File: config.mk
export PLATFORM = sky130hd
export DESIGN_NAME = mem_stage
export DESIGN_NICKNAME = d
export VERILOG_FILES = /design/src/rtl/cpu_pkg.sv /design/src/rtl/load_align.sv /design/src/rtl/mem_stage.sv
export SDC_FILE = /design/constraint.sdc
export NUM_CORES = 1
export LEC_CHECK = 0
export BUFFER_PORTS_ARGS = -buffer_cell sky130_fd_sc_hd__buf_2
export CAP_MARGIN = 20
export CELL_PAD_IN_SITES_DETAIL_PLACEMENT = 1
export CELL_PAD_IN_SITES_GLOBAL_PLACEMENT = 2
export CORE_UTILIZATION = 28
export CTS_CLUSTER_SIZE = 30
export DETAILED_ROUTE_END_ITERATION = 10
export HOLD_SLACK_MARGIN = 0.15
export MAX_ROUTING_LAYER = met4
export PLACE_DENSITY_LB_ADDON = 0.1
export SLEW_MARGIN = 5
export SYNTH_ARGS = -nofsm -noshare
export SYNTH_HDL_FRONTEND = slang
export SYNTH_SLANG_ARGS = --single-unit
File: constraint.sdc
create_clock -name clk -period 1.6 [get_ports clk]
set_input_delay 0 -clock clk [delete_from_list [all_inputs] [get_ports clk]]
set_output_delay 0 -clock clk [all_outputs]
set_load 0.01 [all_outputs]
File: src/rtl/cpu_pkg.sv
// Shared encodings for the memory stage: load-op codes and the load-wait FSM states.
// Latency: n/a (types and constants only).
// Backpressure: n/a.
package cpu_pkg;

  // Load type as presented by execute on es_load_op
  typedef enum logic [2:0] {
    LD_W  = 3'b000,
    LD_B  = 3'b001,
    LD_H  = 3'b010,
    LD_BU = 3'b101,
    LD_HU = 3'b110
  } load_op_e;

  // IDLE: nothing outstanding (empty, or a non-load held)
  // WAIT: load held, SRAM data not yet returned
  // DONE: load held, SRAM data captured in the local buffer
  typedef enum logic [1:0] {
    IDLE = 2'd0,
    WAIT = 2'd1,
    DONE = 2'd2
  } ms_state_e;

endpackage

File: src/rtl/load_align.sv
// Load data alignment: picks byte/half by address and sign- or zero-extends it.
// Latency: combinational. Backpressure: none.
// Sub-word selection only exists when MS_SUBWORD_LOAD_EN is defined; otherwise data passes unchanged.
module load_align
  import cpu_pkg::*;
#(
  parameter int DATA_W = 32
) (
  input  logic [DATA_W-1:0] rdata_i,
  input  logic [1:0]        addr_i,
  input  logic [2:0]        load_op_i,
  output logic [DATA_W-1:0] result_o
);

`ifdef MS_SUBWORD_LOAD_EN
  logic [7:0]  byte_sel;
  logic [15:0] half_sel;

  // Lane select by low address bits, then extend according to the load type
  always_comb begin
    byte_sel = rdata_i[{addr_i, 3'b000} +: 8];
    half_sel = addr_i[1] ? rdata_i[31:16] : rdata_i[15:0];
    case (load_op_i)
      LD_B:    result_o = {{(DATA_W-8){byte_sel[7]}}, byte_sel};
      LD_BU:   result_o = {{(DATA_W-8){1'b0}}, byte_sel};
      LD_H:    result_o = {{(DATA_W-16){half_sel[15]}}, half_sel};
      LD_HU:   result_o = {{(DATA_W-16){1'b0}}, half_sel};
      default: result_o = rdata_i;
    endcase
  end
`else
  // Word-only build: address offset and load type carry no meaning here
  logic unused_ok;
  assign unused_ok = ^{addr_i, load_op_i};
  assign result_o  = rdata_i;
`endif

endmodule

File: src/rtl/mem_stage.sv
// Memory pipeline stage: holds one instruction, waits for its load data, aligns it and forwards to writeback.
// Latency: 1 cycle for non-loads; loads leave the cycle data_sram_data_ok arrives (bypass) or later if buffered.
// Backpressure: ms_allowin drops while holding an unfinished or unaccepted instruction. Optional: MS_SUBWORD_LOAD_EN.
module mem_stage
  import cpu_pkg::*;
#(
  parameter int DATA_W = 32,
  parameter int PC_W   = 32
) (
  input  logic              clk,
  input  logic              resetn,
  input  logic              ws_allowin,
  output logic              ms_allowin,
  input  logic              es_to_ms_valid,
  input  logic [PC_W-1:0]   es_pc,
  input  logic              es_rf_we,
  input  logic [4:0]        es_rf_waddr,
  input  logic [DATA_W-1:0] es_alu_result,
  input  logic              es_res_from_mem,
  input  logic [2:0]        es_load_op,
  input  logic              data_sram_data_ok,
  input  logic [DATA_W-1:0] data_sram_rdata,
  output logic              ms_to_ws_valid,
  output logic [PC_W-1:0]   ms_pc,
  output logic              ms_rf_we,
  output logic [4:0]        ms_rf_waddr,
  output logic [DATA_W-1:0] ms_rf_wdata,
  output logic              ms_load_pending
);

  logic              ms_valid_q;
  ms_state_e         state_q;
  logic [DATA_W-1:0] data_buf_q;

  logic [PC_W-1:0]   pc_q;
  logic              rf_we_q;
  logic [4:0]        rf_waddr_q;
  logic [DATA_W-1:0] alu_result_q;
  logic              res_from_mem_q;
  logic [2:0]        load_op_q;

  logic              ms_ready_go;
  logic              accept;
  logic [DATA_W-1:0] load_raw;
  logic [DATA_W-1:0] load_aligned;

  // A load is ready once its data is buffered or arriving right now
  assign ms_ready_go = !res_from_mem_q || (state_q == DONE) ||
                       ((state_q == WAIT) && data_sram_data_ok);
  assign ms_allowin  = !ms_valid_q || (ms_ready_go && ws_allowin);
  assign accept      = es_to_ms_valid && ms_allowin;

  // Valid bit advances whenever the stage can take a new slot
  always_ff @(posedge clk or negedge resetn) begin
    if (!resetn) begin
      ms_valid_q <= 1'b0;
    end else if (ms_allowin) begin
      ms_valid_q <= es_to_ms_valid;
    end
  end

  // Payload capture only on an actual handshake with execute
  always_ff @(posedge clk or negedge resetn) begin
    if (!resetn) begin
      pc_q           <= '0;
      rf_we_q        <= 1'b0;
      rf_waddr_q     <= '0;
      alu_result_q   <= '0;
      res_from_mem_q <= 1'b0;
      load_op_q      <= '0;
    end else if (accept) begin
      pc_q           <= es_pc;
      rf_we_q        <= es_rf_we;
      rf_waddr_q     <= es_rf_waddr;
      alu_result_q   <= es_alu_result;
      res_from_mem_q <= es_res_from_mem;
      load_op_q      <= es_load_op;
    end
  end

  // Load-wait FSM plus data buffer; responses outside WAIT are dropped
  always_ff @(posedge clk or negedge resetn) begin
    if (!resetn) begin
      state_q    <= IDLE;
      data_buf_q <= '0;
    end else begin
      case (state_q)
        WAIT: begin
          if (data_sram_data_ok) begin
            data_buf_q <= data_sram_rdata;
            if (ws_allowin) begin
              // Data bypassed to writeback this cycle; slot refills immediately
              state_q <= (accept && es_res_from_mem) ? WAIT : IDLE;
            end else begin
              state_q <= DONE;
            end
          end
        end
        DONE: begin
          if (ws_allowin) begin
            state_q <= (accept && es_res_from_mem) ? WAIT : IDLE;
          end
        end
        default: begin
          if (ms_allowin) begin
            state_q <= (accept && es_res_from_mem) ? WAIT : IDLE;
          end
        end
      endcase
    end
  end

  // Buffered data once captured, otherwise the live SRAM return
  assign load_raw = (state_q == DONE) ? data_buf_q : data_sram_rdata;

  load_align #(
    .DATA_W (DATA_W)
  ) u_load_align (
    .rdata_i   (load_raw),
    .addr_i    (alu_result_q[1:0]),
    .load_op_i (load_op_q),
    .result_o  (load_aligned)
  );

  assign ms_to_ws_valid  = ms_valid_q && ms_ready_go;
  assign ms_pc           = pc_q;
  assign ms_rf_we        = ms_valid_q && rf_we_q;
  assign ms_rf_waddr     = rf_waddr_q;
  assign ms_rf_wdata     = res_from_mem_q ? load_aligned : alu_result_q;
  assign ms_load_pending = ms_valid_q && res_from_mem_q && !ms_ready_go;

endmodule

==> results.tsv <==
metric	value	unit
status	finished with violations	
violated checks	negative setup slack	
power per cell area	1640	nW/um2
vias per inst	4.53	
CP delay by family, top	buffers and inverters	
worst-case clock buffer depth	2	
met2 usage	0.313	
slew margin rel.	0.750	
clock root buffer	clkbuf_16	
Post-synth ARST share	1.00	
Placed Cells	788	
P_leak	4.05	nW
CTS Buf Count	9	
most frequent cells after synthesis	dfrtp_1 (106), mux2_4 (69), nand2_1 (64)	
CP Class	flop to flop	
Mapped Cells	395	
Synth area leaders	dfrtp_1 (53%), mux2_4 (21%), mux2_2 (7.2%), nand2_1 (4.8%), a31oi_1 (4.0%)	
DR WL/cell	17.1	um
Max Slew Vio Count	0	
EDFF count, synth	0	
CTS tree	done	
chip width	136	um
Die H	136	um
Nets	814	
Clock Skew	0.00636	ns
via count	4228	
Remaining Overflow, GRT	0	
Core Box Area	17400	um2
critical-path cell list	buf_6 -> nand2b_4 -> and4_4 -> nand3b_4 -> buf_12 -> clkbuf_16 -> mux2_4	
Worst-Margin Slew	0.375	ns
layout cells sized above 1	0.503	
largest net degree at the start of global routing	70	
f_max	0.567	GHz
Residual DRC	0	
setup ws final	-0.163	ns
Tot GR Track Use	0.184	
top cell type's share of synthesized area	0.528	
placer congestion estimate	0.745	
Util after Layout	0.470	
final critical-path share of the clock period	1.10	
CP max stage cell	dfrtp_1	
VDD IR max	0.754	mV
Post-Layout Cell Count	933	
RSZ-0062 raised after global routing	yes	
Fillers	1888	
Ys Warns	0	
met1 global-route usage	0.221	
syn_nets	506	
Rows	48	
Die ar.	18500	um2
Largest stage delay, worst path	0.42	ns
HPWL Detailed	9460	um
Worst Path Required	1.85	ns
Final ANT Viol Nets	0	
drt pass-1 iters	4	
Yosys reg bits	106	
final wirelength	16000	um
max-cap violation count	0	
Ports	184	
vias in the first global route	4654	
Hold Fails Final Rpt	0	
Synth Cell Area	5020	um2
Worst setup SP type	flop	
Worst R2R Setup Slack	-0.16	ns
Initial Util	0.288	
Final setup viols	104	
met3 Usage GRT	0.0395	
initial antenna violation count	0	
Diodes inserted	0	
initial DRC count	105	
synthesis-to-layout area growth	63.0	%
clk sinks	106	
port bufs	180	
worst-skew pair later-pin latency	0.35	ns
Arrival @ worst endpoint	2.01	ns
dominant synthesized flop cell	dfrtp_1	
H-Tree Depth	3	
Hold WC Path Type	primary input to flop	
Critical Path Fanout Max	8	
most instantiated library cell after synthesis	dfrtp_1	
GRT busiest layer	met2	
Final min period	1.76	ns
clk slew on worst S/H paths	0.08	ns
largest area contributor in the netlist	dfrtp_1	
first-pass GRT wire length	25000	um
Avg Inst Size Synth	12.7	um2
Yosys cell types	25	
Worst setup EP type	flop	
Seq/Total Area, Yosys	0.528	
WP buf/inv	3	
## worst register-to-register path: stages, from the launching register on
cell and delay (ns):
dfrtp_1 0.42, buf_6 0.13, nand2b_4 0.06, and4_4 0.22, nand3b_4 0.15, buf_12 0.18, clkbuf_16 0.19, mux2_4 0.30
## worst paths after layout
kind                            startpoint          endpoint  depth (start not counted)
max in group asynchronous           resetn  alu_result_q[16]                          4
worst min register to register   ms_pc[27]         ms_pc[27]                          1
worst max-delay path            state_q[1]          ms_pc[9]                          7
worst min-delay path             es_pc[26]         ms_pc[26]                          3
worst max register to register  state_q[1]          ms_pc[9]                          7
min in group asynchronous           resetn         ms_pc[12]                          3
## routing by layer
layer / wire [um] / share of wire / vias up
met1: 7200 / 0.45 / 2123
met5: 0 / 0 / -
li1: - / - / 1982
met4: 157 / 0.0098 / 0
met3: 750 / 0.047 / 11
met2: 7880 / 0.49 / 112
## registers in the layout, indices dropped and copies added (netlist names)
register        cells
alu_result_q       32
ms_rf_waddr         5
state_q             2
ms_pc              32
data_buf_q         32
res_from_mem_q      1
ms_valid_q          1
rf_we_q             1
## cell usage in the layout (no fill, tap or decap), types with 2 or more instances in the layout
cell	count
buf_12	10
mux2_2	32
clkinv_4	2
clkinvlp_4	3
buf_4	9
and2_1	2
nand2b_1	5
nand2_2	9
buf_6	7
buf_16	7
nand2_4	2
o21ai_0	5
buf_2	177
a31oi_4	2
a31oi_1	29
clkbuf_16	14
and3_1	2
nand2_1	53
nor2b_1	4
mux2_4	71
dfrtp_1	105
nor2_1	33
dlygate4sd3_1	108
## stage by stage
step	instance area, um2	TNS (ns)	hold WS [ns]	power [mW]	setup slack [ns]
floorplan	5040	-12.08	-0.296	8.38	-0.177
global placement	6220	-2.83	-0.0842	10.2	-0.0612
detailed placement	6220	-5.97	-0.0826	10.4	-0.115
CTS	7950	-12.50	0.259	13.3	-0.160
global route	8180	-17.74	0.391	14.4	-0.206
finish	8180	-10.97	0.401	13.4	-0.163
## area by class of cell
type                            instances  area [um2]  share of cell area
Timing Repair Buffer                  325        2680               0.327
Sequential cell                       106        2650               0.324
Multi-Input combinational cell        261        2290               0.279
Tap cell                              225         282              0.0344
Clock buffer                           11         243              0.0297
Clock inverter                          5        40.0             0.00489
## report_power, final
group | internal (mW) | switching [mW]
clock network | 1.11 | 1.06
logic | 3.75 | 2.74
registers | 4.02 | 0.772
## what timing repair did
| item | 4_1_cts | 5_1_grt |
|---|---|---|
| cloned | 7 | 5 |
| endpoints found under the hold margin | 212 | 19 |
| gates resized for setup | 28 | 23 |
| hold buffers | 108 | 1 |
| pin swaps | 1 | 21 |
| buffers inserted | 7 | 3 |
| setup endpoints to repair | 107 | 133 |
## cell families (layout without fill, tap and decap cells)
family | Yosys count | count (layout) | synth area share
DFF | 106 | 106 | 0.528
buffers and inverters | 28 | 341 | 0.0366
muxes | 103 | 103 | 0.283
AOI/OAI and AO/OA | 40 | 40 | 0.0501
and+or+nand+nor | 118 | 118 | 0.102
Power figures use the tool's default switching activity.
